==> config.mk <==
export PLATFORM = sky130hd
export DESIGN_NAME = sobel_output_writeback_ctrl
export DESIGN_NICKNAME = d
export VERILOG_FILES = /design/src/rtl/sobel_output_writeback_ctrl.sv
export SDC_FILE = /design/constraint.sdc
export NUM_CORES = 1
export LEC_CHECK = 0
export ABC_AREA = 1
export BUFFER_PORTS_ARGS = -buffer_cell sky130_fd_sc_hd__buf_2
export CORE_ASPECT_RATIO = 0.5
export CORE_MARGIN = 2
export CORE_UTILIZATION = 60
export DETAILED_ROUTE_END_ITERATION = 7
export PLACE_DENSITY_LB_ADDON = 0.08
export SLEW_MARGIN = 10
export SYNTH_ARGS = -nofsm -noshare
export SYNTH_HDL_FRONTEND = slang
export SYNTH_SLANG_ARGS = --single-unit
==> constraint.sdc <==
create_clock -name clk -period 6.8 [get_ports clk]
set_clock_uncertainty 0.05 [all_clocks]
set_input_delay 1.02 -clock clk [delete_from_list [all_inputs] [get_ports clk]]
set_output_delay 1.02 -clock clk [all_outputs]
set_load 0.05 [all_outputs]
==> src/rtl/sobel_output_writeback_ctrl.sv <==
// Sobel output write-back controller: raster tracking, interior/border address
// generation and a 2-entry first-word-fall-through write FIFO with back-pressure.
module sobel_output_writeback_ctrl #(
    parameter int IMG_W  = 5,
    parameter int IMG_H  = 5,
    parameter int ADDR_W = 8,
    parameter int DATA_W = 8,
    parameter int KRAD   = 1
) (
    input  logic              clk,
    input  logic              rst_n,
    input  logic              in_valid,
    output logic              in_ready,
    input  logic [DATA_W-1:0] in_data,
    input  logic              border_mode,
    input  logic [ADDR_W-1:0] base_addr,
    output logic              out_valid,
    input  logic              out_ready,
    output logic [ADDR_W-1:0] out_addr,
    output logic [DATA_W-1:0] out_data,
    output logic              frame_done
);

    localparam int CW = (IMG_W > 1) ? $clog2(IMG_W) : 1;
    localparam int RW = (IMG_H > 1) ? $clog2(IMG_H) : 1;

    localparam logic [CW-1:0] COL_LAST = CW'(IMG_W - 1);
    localparam logic [RW-1:0] ROW_LAST = RW'(IMG_H - 1);
    localparam logic [CW-1:0] COL_WIN  = CW'(2 * KRAD);
    localparam logic [RW-1:0] ROW_WIN  = RW'(2 * KRAD);
    localparam logic [CW-1:0] COL_BLO  = CW'(KRAD - 1);
    localparam logic [CW-1:0] COL_BHI  = CW'(IMG_W - KRAD);
    localparam logic [RW-1:0] ROW_ILO  = RW'(KRAD);
    localparam logic [RW-1:0] ROW_IHI  = RW'(IMG_H - KRAD);

    localparam logic [1:0] ST_STREAM = 2'd0;
    localparam logic [1:0] ST_SWEEP  = 2'd1;
    localparam logic [1:0] ST_DRAIN  = 2'd2;

    logic [1:0]        r_state;
    logic [RW-1:0]     r_row;
    logic [CW-1:0]     r_col;
    logic [RW-1:0]     r_sr;
    logic [CW-1:0]     r_sc;
    logic              r_mode;
    logic [ADDR_W-1:0] r_base;
    logic              r_en;
    logic [1:0]        r_cnt;
    logic [ADDR_W-1:0] r_addr0;
    logic [ADDR_W-1:0] r_addr1;
    logic [DATA_W-1:0] r_data0;
    logic [DATA_W-1:0] r_data1;

    logic              w_pop;
    logic              w_room;
    logic              w_in_fire;
    logic              w_first_px;
    logic [ADDR_W-1:0] w_base_eff;
    logic              w_mode_eff;
    logic              w_px_interior;
    logic [ADDR_W-1:0] w_px_addr;
    logic [ADDR_W-1:0] w_sw_addr;
    logic              w_sw_row_interior;
    logic              w_sw_last;
    logic              w_sw_push;
    logic              w_push;
    logic [ADDR_W-1:0] w_push_addr;
    logic [DATA_W-1:0] w_push_data;

    // A pop in the same cycle frees a slot, so a full FIFO can still accept.
    assign w_pop     = (r_cnt != 2'd0) && out_ready;
    assign w_room    = (r_cnt != 2'd2) || w_pop;
    assign in_ready  = r_en && (r_state == ST_STREAM) && w_room;
    assign w_in_fire = in_valid && in_ready;

    assign w_first_px = (r_row == '0) && (r_col == '0);
    assign w_base_eff = w_first_px ? base_addr   : r_base;
    assign w_mode_eff = w_first_px ? border_mode : r_mode;

    assign w_px_interior = (r_row >= ROW_WIN) && (r_col >= COL_WIN);
    assign w_px_addr = ADDR_W'(32'(w_base_eff)
                               + (32'(r_row) - 32'(KRAD)) * 32'(IMG_W)
                               + 32'(r_col) - 32'(KRAD));
    assign w_sw_addr = ADDR_W'(32'(r_base) + 32'(r_sr) * 32'(IMG_W) + 32'(r_sc));

    assign w_sw_row_interior = (r_sr >= ROW_ILO) && (r_sr < ROW_IHI);
    assign w_sw_last         = (r_sr == ROW_LAST) && (r_sc == COL_LAST);
    assign w_sw_push         = (r_state == ST_SWEEP) && w_room;

    assign w_push      = (w_in_fire && w_px_interior) || w_sw_push;
    assign w_push_addr = (r_state == ST_SWEEP) ? w_sw_addr : w_px_addr;
    assign w_push_data = (r_state == ST_SWEEP) ? '0 : in_data;

    assign out_valid  = (r_cnt != 2'd0);
    assign out_addr   = r_addr0;
    assign out_data   = r_data0;
    assign frame_done = (r_state == ST_DRAIN) && (r_cnt == 2'd1) && out_ready;

    always_ff @(posedge clk) begin
        if (!rst_n) begin
            r_state <= ST_STREAM;
            r_row   <= '0;
            r_col   <= '0;
            r_sr    <= '0;
            r_sc    <= '0;
            r_mode  <= 1'b0;
            r_base  <= '0;
            r_en    <= 1'b0;
        end else begin
            r_en <= 1'b1;
            case (r_state)
                ST_STREAM: begin
                    if (w_in_fire) begin
                        if (w_first_px) begin
                            r_base <= base_addr;
                            r_mode <= border_mode;
                        end
                        if (r_col == COL_LAST) begin
                            r_col <= '0;
                            if (r_row == ROW_LAST) begin
                                r_row   <= '0;
                                r_state <= w_mode_eff ? ST_SWEEP : ST_DRAIN;
                            end else begin
                                r_row <= r_row + 1'b1;
                            end
                        end else begin
                            r_col <= r_col + 1'b1;
                        end
                    end
                end
                ST_SWEEP: begin
                    // Interior rows jump straight from the left border band to the right one.
                    if (w_room) begin
                        if (w_sw_last) begin
                            r_sr    <= '0;
                            r_sc    <= '0;
                            r_state <= ST_DRAIN;
                        end else if (r_sc == COL_LAST) begin
                            r_sc <= '0;
                            r_sr <= r_sr + 1'b1;
                        end else if (w_sw_row_interior && (r_sc == COL_BLO)) begin
                            r_sc <= COL_BHI;
                        end else begin
                            r_sc <= r_sc + 1'b1;
                        end
                    end
                end
                ST_DRAIN: begin
                    if ((r_cnt == 2'd0) || frame_done) begin
                        r_state <= ST_STREAM;
                    end
                end
                default: r_state <= ST_STREAM;
            endcase
        end
    end

    always_ff @(posedge clk) begin
        if (!rst_n) begin
            r_cnt   <= 2'd0;
            r_addr0 <= '0;
            r_addr1 <= '0;
            r_data0 <= '0;
            r_data1 <= '0;
        end else begin
            case ({w_push, w_pop})
                2'b10: begin
                    if (r_cnt == 2'd0) begin
                        r_addr0 <= w_push_addr;
                        r_data0 <= w_push_data;
                    end else begin
                        r_addr1 <= w_push_addr;
                        r_data1 <= w_push_data;
                    end
                    r_cnt <= r_cnt + 2'd1;
                end
                2'b01: begin
                    r_addr0 <= r_addr1;
                    r_data0 <= r_data1;
                    r_cnt   <= r_cnt - 2'd1;
                end
                2'b11: begin
                    if (r_cnt == 2'd1) begin
                        r_addr0 <= w_push_addr;
                        r_data0 <= w_push_data;
                    end else begin
                        r_addr0 <= r_addr1;
                        r_data0 <= r_data1;
                        r_addr1 <= w_push_addr;
                        r_data1 <= w_push_data;
                    end
                end
                default: ;
            endcase
        end
    end

endmodule

## Word-level counts from Yosys, hierarchy flattened

Cells that the tools add are included.

- $add $sub $neg: 12
- Reductions and logical operators: 33
- Magnitude comparators: 4
- Equality and inequality tests: 20
- Muxes and demuxes: 33
- $mul: 2

Operators by type and width:

| kind | count |
|---|---|
| $mux W8 | 11 |
| $pmux W8 S3 | 2 |
| $pmux W8 S2 | 2 |
| $mux W3 | 7 |
| $mux W2 | 7 |
| $ne A2 B2 Y1 const B | 7 |
| $logic_and A1 B1 Y1 | 13 |
| $add A3 B1 Y3 const B | 4 |
| $eq A3 B3 Y1 const B | 4 |
| $logic_not A3 Y1 | 3 |
| $reduce_and A3 Y1 | 3 |
| $add A8 B3 Y8 | 1 |
| $add A8 B4 Y8 | 1 |
| $add A8 B6 Y8 | 1 |
| $add A8 B8 Y8 | 1 |
| $mul A4 B4 Y8 const B | 1 |
| $reduce_bool A2 Y1 | 4 |
| $sub A8 B2 Y8 const B | 1 |
| $eq A2 B1 Y1 const B | 3 |
| $eq A2 B2 Y1 const B | 3 |
| $ge A3 B2 Y1 const B | 2 |
| $mul A3 B3 Y6 const B | 1 |
| $ne A2 B1 Y1 const B | 3 |
| $pmux W2 S3 | 1 |
| 12 further kinds | 18 |

- Input bits: 21
- Logic and storage cells: 117
- Flip-flop bits (word level): 58
- Output and inout port bits: 19

## Logic depth before layout (Yosys ltp)

- Word-level depth: 10
- Mapped depth: 23
- Mapped depth without buffers: 22

## Least setup slack after synthesis

OpenSTA, ideal clock, no wires.

- Path kind: register to register
- Start point: register r_row[0]
- End point: register r_addr1[7]
- Slack: 2,686 ps
- Arrival time: 3,949 ps
- Library setup time: 115 ps
- Required time: 6,635 ps
- Period minus slack after synthesis: 4,114 ps
- Buffers on the path: 1
- Cell stages (with the launch flop): 22
- Cell sequence: dfxtp_1 -> inv_1 -> ha_1 -> nand2_1 -> inv_1 -> nand2_1 -> buf_2 -> nor2_1 -> a21oi_1 -> ha_1 -> fa_1 -> fa_1 -> ha_1 -> ha_1 -> a21oi_1 -> o21ai_0 -> a21oi_1 -> nand3_1 -> nand3_1 -> nand2_1 -> o21ai_0 -> inv_1

- Word-level cells in the longest chain between the ends: 9
- Elaborated cells between the ends (all ways): 22
- Those cells by class: add/sub: 4; mul: 1; order compare: 1; eq/ne: 4; mux: 5; reduce/logical: 7

RTL lines:

| what | line | text |
|---|---|---|
| from (decl) | 41 | `logic [RW-1:0] r_row;` |
| from (signal assigned) | 124 | `r_row <= r_row + 1'b1;` |
| $logic_not A3 Y1 * | 76 | `assign w_first_px = (r_row == '0) && (r_col == '0);` |
| $logic_and A1 B1 Y1 * | 76 |  |
| $mux W8 * | -- |  |
| via w_base_eff[4] | 58 | `logic [ADDR_W-1:0] w_base_eff;` |
| $add A8 B8 Y8 * | 82 | `+ (32'(r_row) - 32'(KRAD)) * 32'(IMG_W)` |
| $add A8 B4 Y8 * | 83 | `+ 32'(r_col) - 32'(KRAD));` |
| $sub A8 B2 Y8 * | 83 |  |
| $mux W8 * | 91 | `assign w_push_addr = (r_state == ST_SWEEP) ? w_sw_addr : w_px_addr;` |
| $mux W8 (on tied branches) | 183, 168 |  |
| $pmux W8 S2 * | 166 | `case ({w_push, w_pop})` |
| to (signal assigned) | 172 | `r_addr1 <= w_push_addr;` |
| to (signal assigned) | 189 | `r_addr1 <= w_push_addr;` |
| to (decl) | 50 | `logic [ADDR_W-1:0] r_addr1;` |

Mark *: on every way through the listed nets, which the timed path passes. The rest lies on a longest branch. The select of a mux whose other input is x is not followed.
A chain may end at the register's enable or synchronous reset.

## Final worst setup path

Same ends and word-level chain as after synthesis.

==> results.json <==
{
  "outcome": "complete, no violations",
  "final_cell_mix": "93 x nand2_1, 79 x inv_1, 63 x nor2_1",
  "ios": 40,
  "drv_cap": 0,
  "coreArea_mm2": 0.00667,
  "grt_max_degree": 40,
  "critPathKind": "reg2reg",
  "fp.dieW_um": 121,
  "synth-edff-count": 0,
  "synth_top_area_share_pct": 28.1,
  "post-route-drc-count": 0,
  "placementRows": 21,
  "arrival_ns": 4.73,
  "drt_iter0_drc": 303,
  "tightest_slew_ns": 1.02,
  "nets": 682,
  "clk_path_buf_depth": 2,
  "yosys_warnings": 0,
  "syn_area_mm2": 0.00413,
  "p_switching_w": 0.000587,
  "min_to": "out_data[6]",
  "overflow": 0,
  "slew_viol_final": 0,
  "worstSetupEndpointType": "flip-flop",
  "path_max_fanout": 17,
  "p_int_w": 0.000922,
  "die_h_um": 62.7,
  "place_inst": 677,
  "cts-resized-gates": 0,
  "wl_mm": 10.1,
  "grt_pass1_wl_mm": 16.6,
  "max_freq_mhz": 219,
  "gp_congestion": 0.890,
  "drt_pre_antenna_iters": 4,
  "hold_violations": 0,
  "start_kind": "flip-flop",
  "r2r-end": "r_addr1[7]",
  "p_comb_share_pct": 41.3,
  "dp_hpwl_mm": 7.17,
  "clock_sinks": 58,
  "holdPathStages": 2,
  "p_per_area_mw_per_mm2": 321,
  "reg2reg_depth": 20,
  "reg2reg_from": "r_row[0]",
  "yosys.area.top_type": "dfxtp_1",
  "ys_ff_latch": 58,
  "synth_cell_types": 39,
  "clockPowerShare_pct": 33.4,
  "ant_nets": 0,
  "via_per_inst": 5.41,
  "synthArstFlopShare_pct": 0,
  "fillerInstances": 564,
  "critPathRequiredTime_ns": 6.97,
  "syn2layout_area_growth_pct": 13.8,
  "die_area_mm2": 0.00760,
  "hp-class": "reg2reg",
  "vias": 3749,
  "wl_per_cell_um": 14.5,
  "postSynthCellCount": 561,
  "rsz0062_at_grt": "no",
  "numCtsBuffers": 9,
  "avgSynthCellArea_um2": 7.36,
  "ys_dominant_reg_cell": "dfxtp_1",
  "ys_seq_area_share_pct": 28.1,
  "cts-root-buf": "clkbuf_16",
  "hp-start": "out_data[6]",
  "drive_above_1_share_pct": 12.3,
  "min_period_ns": 4.56,
  "hold_buffers": 0,
  "p_leak_nw": 2.27,
  "synth_area_leaders": "dfxtp_1 28%, ha_1 16%, nand2_1 8.5%",
  "diodes": 0,
  "grt_usage_pct": 28.0,
  "numPortBuffers": 39,
  "cts_setup_buffers": 0,
  "switching_share_pct": 38.9,
  "timing.max_slew.rel_slack_pct": 32.3,
  "antenna_found_initial": 0,
  "synth_nets": 647,
  "final_cells": 693,
  "vdd_drop_max_mv": 0.160,
  "cts_max_level": 3,
  "initial_core_util_pct": 61.9,
  "seqPwrFrac_pct": 25.4,
  "insertion_delay_ns": 0.33,
  "fin_setup_tns_ns": 0,
  "setup_viol": 0,
  "fin_crit_sh_pct": 67.0,
  "cts_tree": "built",
  "clkTransAtPathRegs_ns": 0.05,
  "rrSetupSlack_ns": 2.24,
  "grt_pass1_vias": 3560,
  "mostFrequentLayoutCell": "nand2_1"
}
==> cells in the mapped netlist, types with 3 or more instances <==
cell	n
nor2_1	63
mux2i_1	3
o21ai_1	7
nor2_4	3
nand3_1	13
a211oi_1	7
nand2_1	93
xor2_1	4
xnor2_1	5
a21oi_1	53
clkbuf_1	10
nand4_1	3
ha_1	52
inv_1	79
a31oi_1	4
dfxtp_1	58
o21ai_0	58
inv_2	5
fa_1	13
nor3_1	4
==> sequential cells by signal (all words and copies together), names as in the netlist, 8 cells and up <==
signal    flops
out_addr      8
out_data      8
r_addr1       8
r_base        8
r_data1       8
==> logic make-up (layout without fill, tap and decap cells) <==
kind of cell               after synthesis  in the layout  share of synthesized area [%]
AOI/OAI and AO/OA                      139            139                           18.4
xor gates and xnor gates                 9              9                           1.91
adders and majority gates               65             65                           22.1
buffers and inverters                   99            139                           9.39
DFF                                     58             58                           28.1
muxes                                    4              4                           1.00
and+or+nand+nor                        187            187                           19.1
==> area by class of cell <==
cell class	instances	area, µm²	share of cell area, %
Tap cell	92	115	2.45
Inverter	84	315	6.71
Clock inverter	4	73.8	1.57
Clock buffer	12	256	5.46
Timing Repair Buffer	39	195	4.15
Multi-Input combinational cell	404	2580	54.9
Sequential cell	58	1160	24.7
==> how the worst max path moves through the flow <==
| stage | startpoint | end | slack (ns) |
|---|---|---|---|
| 5_1_grt | r_row[0] | r_addr1[7] | 1.78 |
| 2_1_floorplan | r_row[0] | r_addr1[7] | 2.69 |
| 6_report | r_row[0] | r_addr1[7] | 2.24 |
| 3_3_place_gp | r_row[0] | out_addr[3] | 2.43 |
| 4_1_cts | r_row[0] | r_addr1[7] | 2.30 |
| 3_5_place_dp | r_row[0] | r_addr1[7] | 2.34 |
==> layer usage <==
layer | part of all wire, % | track usage, %
met3 | 5.3 | 7.21
met5 | 0 | 0
met1 | 50 | 37.9
met4 | 1.5 | 8.76
met2 | 43 | 44.0
==> metrics by stage <==
stage | area [µm²] | util, % | hold WS (ns) | setup WS, ns | total power (W)
2_1_floorplan | 4130 | - | 0.380 | 2.69 | 0.000860
3_3_place_gp | 4370 | 65.4 | 0.398 | 2.43 | 0.000988
3_5_place_dp | 4370 | 65.4 | 0.402 | 2.34 | 0.000998
4_1_cts | 4700 | 70.4 | 0.414 | 2.30 | 0.00151
5_1_grt | 4700 | 70.4 | 0.450 | 1.78 | 0.00162
6_report | 4700 | 70.4 | 0.414 | 2.24 | 0.00151
==> critical path, stage by stage, from the launching register on <==
cell and delay [ns]:
dfxtp_1 0.44, inv_1 0.18, ha_1 0.25, nand2_1 0.06, inv_1 0.05, nand2_1 0.38, nor2_1 0.08, a21oi_1 0.20
ha_1 0.28, fa_1 0.47, fa_1 0.55, ha_1 0.23, ha_1 0.35, a21oi_1 0.16, o21ai_0 0.09, a21oi_1 0.17
nand3_1 0.10, nand3_1 0.09, nand2_1 0.09, o21ai_0 0.16, inv_1 0.05
==> power by group through the flow <==
stage	logic, W	registers (W)	clock network [W]
3_5_place_dp	0.000609	0.000389	0
3_3_place_gp	0.000599	0.000389	0
6_report	0.000623	0.000383	0.000504
5_1_grt	0.000712	0.000385	0.000520
4_1_cts	0.000618	0.000383	0.000504
2_1_floorplan	0.000423	0.000437	0
Power figures use the tool's default switching activity.
